[config.mk]
export PLATFORM = sky130hd
export DESIGN_NAME = shot_ctrl
export DESIGN_NICKNAME = d
export VERILOG_FILES = /design/src/rtl/shot_ctrl.sv
export SDC_FILE = /design/constraint.sdc
export NUM_CORES = 1
export LEC_CHECK = 0
export ABC_AREA = 0
export CAP_MARGIN = 20
export CORE_MARGIN = 8
export CORE_UTILIZATION = 68
export CTS_BUF_LIST = sky130_fd_sc_hd__clkbuf_4
export DETAILED_ROUTE_END_ITERATION = 7
export DONT_BUFFER_PORTS = 1
export PLACE_DENSITY_LB_ADDON = 0.1
export SLEW_MARGIN = 25
export SYNTH_ARGS = -nofsm -noshare
export SYNTH_HDL_FRONTEND = slang
export SYNTH_SLANG_ARGS = --single-unit
[constraint.sdc]
create_clock -name clk -period 7.8 [get_ports clk]
set_input_delay 0.39 -clock clk [delete_from_list [all_inputs] [get_ports clk]]
set_output_delay 0.39 -clock clk [all_outputs]
set_load 0.005 [all_outputs]
[src/rtl/shot_ctrl.sv]
// Shot controller: turns a left-click on a fresh enemy cell into one req/ack shot,
// tracks shot/hit maps and counters. Define SHOT_TIMEOUT_EN to abort unanswered requests.
module shot_ctrl #(
  parameter int GRID_CELLS  = 10,
  parameter int SHIP_CELLS  = 17,
  parameter int ACK_TIMEOUT = 1023
) (
  input  logic       clk,
  input  logic       rst,
  input  logic [7:0] enemy_cor,
  input  logic       cor_valid,
  input  logic       left,
  input  logic       turn_en,
  input  logic       new_game,
  output logic       shot_req,
  output logic [7:0] shot_cor,
  input  logic       shot_ack,
  input  logic       shot_hit,
  output logic       shot_done,
  output logic       last_hit,
  output logic       repeat_err,
  output logic [7:0] shot_cnt,
  output logic [7:0] hit_cnt,
  output logic       game_won,
  input  logic [7:0] query_cor,
  output logic       query_shot,
  output logic       query_hit,
  output logic       timeout
);

  localparam int IDX_W = (GRID_CELLS * GRID_CELLS > 1) ? $clog2(GRID_CELLS * GRID_CELLS) : 1;
  localparam int MAP_BITS = 1 << IDX_W;
  localparam logic [4:0] GRID_LIM = 5'(GRID_CELLS);
  localparam logic [7:0] SHIP_LIM = 8'(SHIP_CELLS);

  typedef enum logic [1:0] {IDLE, CHECK, REQ} state_t;

  function automatic logic in_grid(input logic [7:0] cor);
    return ({1'b0, cor[7:4]} < GRID_LIM) && ({1'b0, cor[3:0]} < GRID_LIM);
  endfunction

  function automatic logic [IDX_W-1:0] cell_idx(input logic [7:0] cor);
    logic [8:0] full;
    full = 9'(cor[7:4]) * 9'(GRID_CELLS) + 9'(cor[3:0]);
    return full[IDX_W-1:0];
  endfunction

  state_t state, next_state;
  logic left_q;
  logic click;
  logic ack_take;
  logic to_expire;
  logic [MAP_BITS-1:0] shot_map;
  logic [MAP_BITS-1:0] hit_map;
  logic [IDX_W-1:0] cur_idx;
  logic [IDX_W-1:0] q_idx;
  logic [7:0] hit_next;

  assign click    = left & ~left_q & cor_valid & turn_en & in_grid(enemy_cor);
  assign cur_idx  = cell_idx(shot_cor);
  assign q_idx    = cell_idx(query_cor);
  assign ack_take = (state == REQ) & shot_ack & ~new_game;
  assign hit_next = (shot_hit && hit_cnt != 8'hFF) ? hit_cnt + 8'd1 : hit_cnt;

  always_ff @(posedge clk) begin
    if (rst) state <= IDLE;
    else     state <= next_state;
  end

  always_comb begin
    next_state = state;
    if (new_game) begin
      next_state = IDLE;
    end else begin
      case (state)
        IDLE:    if (click) next_state = CHECK;
        CHECK:   next_state = shot_map[cur_idx] ? IDLE : REQ;
        REQ:     if (shot_ack || to_expire) next_state = IDLE;
        default: next_state = IDLE;
      endcase
    end
  end

  always_comb begin
    shot_req = (state == REQ);
  end

  // new_game wipes the game but leaves the renderer lookup running
  always_ff @(posedge clk) begin
    if (rst) begin
      left_q     <= 1'b0;
      shot_cor   <= 8'd0;
      shot_map   <= '0;
      hit_map    <= '0;
      shot_done  <= 1'b0;
      repeat_err <= 1'b0;
      last_hit   <= 1'b0;
      shot_cnt   <= 8'd0;
      hit_cnt    <= 8'd0;
      game_won   <= 1'b0;
      query_shot <= 1'b0;
      query_hit  <= 1'b0;
    end else begin
      query_shot <= in_grid(query_cor) & shot_map[q_idx];
      query_hit  <= in_grid(query_cor) & hit_map[q_idx];
      shot_done  <= 1'b0;
      repeat_err <= 1'b0;
      if (new_game) begin
        left_q   <= 1'b0;
        shot_cor <= 8'd0;
        shot_map <= '0;
        hit_map  <= '0;
        last_hit <= 1'b0;
        shot_cnt <= 8'd0;
        hit_cnt  <= 8'd0;
        game_won <= 1'b0;
      end else begin
        left_q <= left;
        if (state == IDLE && click) shot_cor <= enemy_cor;
        if (state == CHECK && shot_map[cur_idx]) repeat_err <= 1'b1;
        if (ack_take) begin
          shot_map[cur_idx] <= 1'b1;
          if (shot_hit) hit_map[cur_idx] <= 1'b1;
          last_hit  <= shot_hit;
          shot_cnt  <= (shot_cnt == 8'hFF) ? shot_cnt : shot_cnt + 8'd1;
          hit_cnt   <= hit_next;
          shot_done <= 1'b1;
          if (hit_next == SHIP_LIM) game_won <= 1'b1;
        end
      end
    end
  end

`ifdef SHOT_TIMEOUT_EN
  localparam int TO_W = (ACK_TIMEOUT > 1) ? $clog2(ACK_TIMEOUT + 1) : 1;

  logic [TO_W-1:0] to_cnt;
  logic to_pulse;

  assign to_expire = (state == REQ) && !shot_ack && (to_cnt == TO_W'(ACK_TIMEOUT - 1));
  assign timeout   = to_pulse;

  // counter restarts whenever the machine is not waiting in REQ
  always_ff @(posedge clk) begin
    if (rst) begin
      to_cnt   <= '0;
      to_pulse <= 1'b0;
    end else begin
      to_pulse <= to_expire & ~new_game;
      if (state == REQ && next_state == REQ) to_cnt <= to_cnt + 1'b1;
      else                                   to_cnt <= '0;
    end
  end
`else
  assign to_expire = 1'b0;
  assign timeout   = 1'b0;
`endif

endmodule

### After elaboration in Yosys (flattened, before gate mapping)

Cells that the tools add are included.
W data, S select, Z words.

* word-level logic and storage cells: 73
* memories kept: 0
* memory bits (writable): 0
* bits in registers: 289
* input port bits: 24
* memory bits (read-only): 0
* output and inout bits: 32
* latch bits: 0

* divide/modulo/power cells: 0
* shift-type cells: 0
* order comparisons: 7
* muxes and demuxes: 15
* reduce and logical (&&, ||, !) cells: 12
* multiply operators: 2
* equal/unequal tests: 7
* add/subtract/negate cells: 4
* bitwise gates (word level): 13

Operators with widths (count)
* $or A128 B128 Y128: 2
* $bmux W1 S7: 3
* $add A8 B1 Y8 const B: 2
* $lt A4 B4 Y1 const B: 4
* $lt A7 B8 Y1 const B: 2
* $add A7 B4 Y7: 2
* $mul A4 B3 Y6 const B: 2
* $and A1 B1 Y1: 8
* $eq A8 B5 Y1 const B: 1
* $eq A8 B8 Y1 const B: 1
* $mux W8: 1
* $ne A8 B8 Y1 const B: 1
* $reduce_and A2 Y1: 4
* $demux W1 S7: 1
* $ge A7 B1 Y1 const B: 1
* $logic_and A1 B1 Y1: 6
* $mux W1: 6
* $mux W2: 3
* $pmux W2 S3: 1
* $not A1 Y1: 3
* $eq A2 B1 Y1 const B: 1
* $eq A2 B2 Y1 const B: 1
* $logic_not A2 Y1: 1
* $ne A2 B1 Y1 const B: 1
* 2 further kinds: 2

### Logic depth before layout (Yosys ltp)

* depth in word-level cells: 7
* depth in mapped cells: 12
* depth with buffers taken out: 11

### Worst setup path after synthesis

Ideal clock, no wire load.

* path type: input to register
* start point: input query_cor[1]
* end point: register query_shot
* cell stages on the path: 9
* buffers on the path: 1
* setup time: 118 ps
* required time: 7682 ps
* path slack: 4896 ps
* data arrival time: 2786 ps
* cell sequence: ha_1 > inv_1 > fa_1 > xor2_1 > buf_6 > mux4_2 > mux2_2 > o22ai_1 > nor3_1

* word-level cells in the longest chain between the ends: 4
* elaborated cells on any way between the ends: 6
* those cells by class: 1 x add/sub; 1 x order compare; 2 x mux; 1 x bitwise; 1 x reduce/logical

RTL lines
* start, declared: line 25 `input logic [7:0] query_cor,`
* $add A7 B4 Y7: line 44 `full = 9'(cor[7:4]) * 9'(GRID_CELLS) + 9'(cor[3:0]);`
* $bmux W1 S7: line 104 `query_shot <= in_grid(query_cor) & shot_map[q_idx];`
* $mux W1 (not written as such): line 104
* $and A1 B1 Y1 *: line 104
* end signal, assigned: line 104
* end, declared: line 26 `output logic query_shot,`

Mark *: on every way between the ends. The rest lies on a longest branch, timed or not. The select of a mux whose other input is x is not followed.
A chain may end at the register's enable or synchronous reset.

### Final worst setup path

* start point: register shot_cor[1]
* end point: register state[1]

* word-level cells in the longest chain between the ends: 5

RTL lines
* start, declared: line 16 `output logic [7:0] shot_cor,`
* start signal, assigned: line 119 `if (state == IDLE && click) shot_cor <= enemy_cor;`
* $add A7 B4 Y7: line 44
* $bmux W1 S7: line 77 `CHECK: next_state = shot_map[cur_idx] ? IDLE : REQ;`
* $mux W1 (not written as such): line 77
* $mux W2: line 77
* $pmux W2 S3: line 75 `case (state)`
* end signal, assigned: line 67 `else state <= next_state;`
* end, declared: line 48 `state_t state, next_state;`

Every way passes these cells. The select of a mux whose other input is x is not followed.

==> impl_metrics.csv <==
group,metric,value,unit
timing,whs,0.004484,ns
clock_tree,numCtsBuffers,75,
synth,synth-seq-cells,289,
routing,routed_wl,33.38,mm
clock_tree,insertion_delay,0.68,ns
setup_path,max_stage_delay,0.91,ns
synth,synth_compound_area_share,15.89,%
min_path,worst_hold_path_type,"input port to register",
floorplanning,dieArea,23710,um2
timing,period_share,52.71,%
synth,ys_types,60,
global_route,grt_overflow,0,
run,maxCapViolations,0,
setup_path,rr_worst_depth,10,
floorplanning,initial_core_util,69.20,%
timing,post-route-min-period,4.112,ns
pwr,p_leak,5.170,nW
synth,synth_top_family_by_area,"multiplexers",
placement,portBuffers,0,
clock_tree,cts.path.max_buffers,3,
pwr,peakVddDrop,0.0001509,V
clock_tree,cts.sinks,289,
timing,setup_viol,0,
cells_and_area,layout.nets,1266,
timing,finalMaxSlewViolations,0,
cells_and_area,seq_area,5787,um2
pwr,power_density,213.5,nW/um2
cells_and_area,n_fill_cell,1262,
cells_and_area,drive_above_1_share,22.81,%
run_status,status,"complete, no violations",
global_route,grt_pass1_wl,53.46,mm
synth,syn_nets,1247,
synth,yosysSeqAreaShare,44.69,%
cells_and_area,instances_no_fill,1515,
timing,slew_headroom,33.36,%
global_route,gr-usage-all-layers,28.23,%
setup_path,criticalPathCategory,"register to register",
global_route,grt_pass1_vias,9914,
global_route,grt_max_degree,102,
routing,viasPerCell,6.648,
routing,drc_errors,0,
placement,place_inst,1364,
synth,async_reset_ff_share,0,%
cells_and_area,area_growth,10.57,%
cells_and_area,multi_input_area,6777,um2
floorplanning,rows,50,
setup_path,crit_fanout,28,
pwr,p_total,0.003056,W
synth,yosysWarnings,0,
clock_tree,htree_levels,3,
placement,gp_congestion,0.8211,
synth,yosys.area_share.simple,10.43,%
floorplanning,fp.dieH,154.0,um
synth,avgSynthCellArea,10.75,um2
routing,drtAntennaViolNets,0,
timing,fmax,243.2,MHz
timing,rsz0062_at_grt,"no",
clock_tree,clk_pin_slew,0.07,ns
clock_tree,ctsResizeCount,0,
cells_and_area,final_common_cell,"dfxtp_1",
min_path,whs_path_depth,3,
timing,hold_viol,0,
clock_tree,tritoncts,"done",
clock_tree,post-cts-setup-buffer-count,0,
setup_path,cp_cell_sequence,"ha_2, fa_1, buf_4, nand2_1, nor2_1, a221oi_1, o221a_2, o211ai_1, o22ai_1, dlygate4sd3_1",
routing,drtIter0Drc,974,
floorplanning,die_w,154.0,um
routing,vias,10070,
setup_path,crit_arrival,4.67,ns
timing,worstMarginPinSlew,0.9996,ns
floorplanning,core_area,18710,um2
placement,dp_hpwl,19.94,mm
cells_and_area,fin_util,76.52,%
synth,netlist_area,12940,um2
setup_path,critPathLaunchType,"register",
synth,synth-main-ff-cell,"dfxtp_1",
floorplanning,boundaryPins,56,
setup_path,crit_path_end_kind,"register",
global_route,antenna_found_initial,1,
timing,fin_skew,0.03944,ns
synth,synth-edff-count,0,
setup_path,crit_slowest_cell,"fa_1",
synth,synth_fa_ha_area_share,2.068,%
clock_tree,root_buffer,"clkbuf_4",
timing,fin_setup_tns,0,ns
setup_path,cp.required,8.36,ns
synth,synthMuxAreaShare,21.53,%
cells_and_area,mostFrequentLayoutCells,"dfxtp_1, nor2_1, a21oi_1, a22o_1, mux4_2",
routing,wire_per_inst,22.03,um
synth,synth-xor-area-share,1.614,%
routing,first_pass_iters,5,
synth,synth_cells,1204,
## critical path, delay by kind of cell (launching register included)
kind,cells,cell delay [ns]
fa+ha+maj,2,1.14
buf+inv,2,1.07
compound gates,4,0.87
simple gates,2,0.54
flops,1,0.36
## per-layer routing
metal	global-route usage, %	share of wire, %	vias to the layer above
met5	0	0	-
met4	10.64	2.2	0
met3	7.175	9.6	75
met2	45.07	47	486
met1	36.49	41	4965
li1	-	-	4546
## through the flow
stage	setup WS [ns]	cell area, um2
after floorplan	4.896	12940
after global placement	4.264	13020
after detailed placement	4.208	13080
after CTS	3.762	14270
after global routing	3.575	14310
final	3.688	14310
## logic make-up after synthesis
logic type / Yosys count
adder cells (fa/ha/maj): 19
buffers and inverters: 106
multiplexers: 143
AO/OA/AOI/OAI: 311
AND/OR/NAND/NOR: 312
other: 1
flip-flops: 289
XOR/XNOR: 23
## path summary, 6_finish.rpt
| path | from | to | slack [ns] |
|---|---|---|---|
| worst min register to register | hit_map[14]$_SDFFE_PP0P_ | hit_map[14]$_SDFFE_PP0P_ | 0.46 |
| worst min-delay path | new_game | shot_map[127]$_SDFFE_PP0P_ | 0.004 |
| worst max register to register | shot_cor[1]$_SDFFE_PP0P_ | state[1]$_SDFFE_PP0P_ | 3.69 |
| worst max-delay path | shot_cor[1]$_SDFFE_PP0P_ | state[1]$_SDFFE_PP0P_ | 3.69 |
## sequential cells by signal, indices dropped and copies added (netlist names), 2 cells and up
| register | flops |
|---|---|
| hit_cnt | 8 |
| hit_map | 128 |
| shot_cnt | 8 |
| shot_cor | 8 |
| shot_map | 128 |
| state | 2 |
## area by class of cell
class	count	area share, %
multi-input cells	809	47.34
flip-flops and latches	289	40.43
clock buffers	103	5.402
repair buffers	39	2.675
well taps	234	2.045
clock inverters	31	1.853
inverters	9	0.2360
diodes	1	0.01748
## report_power, final
group | internal, W | switching [W] | leakage, nW
registers | 0.00148 | 0.00000136 | 2.33
clock network | 0.000785 | 0.000622 | 0.603
logic | 0.0000703 | 0.000101 | 2.24
total | 0.00233 | 0.000725 | 5.17
## timing repair
action                                  in CTS  in global routing
hold buffers                                15                  0
endpoints found under the setup margin       0                  0
hold endpoints to repair                    13                  0
## synthesized netlist by cell type, drive strengths merged (14+ instances only)
cell type / instances / area (um2)
mux2: 14 / 157.7
ha: 15 / 187.7
mux2i: 22 / 220.2
buf: 41 / 240.2
dfxtp: 289 / 5786
a22o: 109 / 954.7
a21oi: 154 / 770.7
nor3: 16 / 85.08
mux4: 107 / 2410
nor2: 210 / 790.8
nand2: 29 / 108.9
clkbuf: 56 / 210.2
Note: power is estimated with default switching activity, not from simulation.
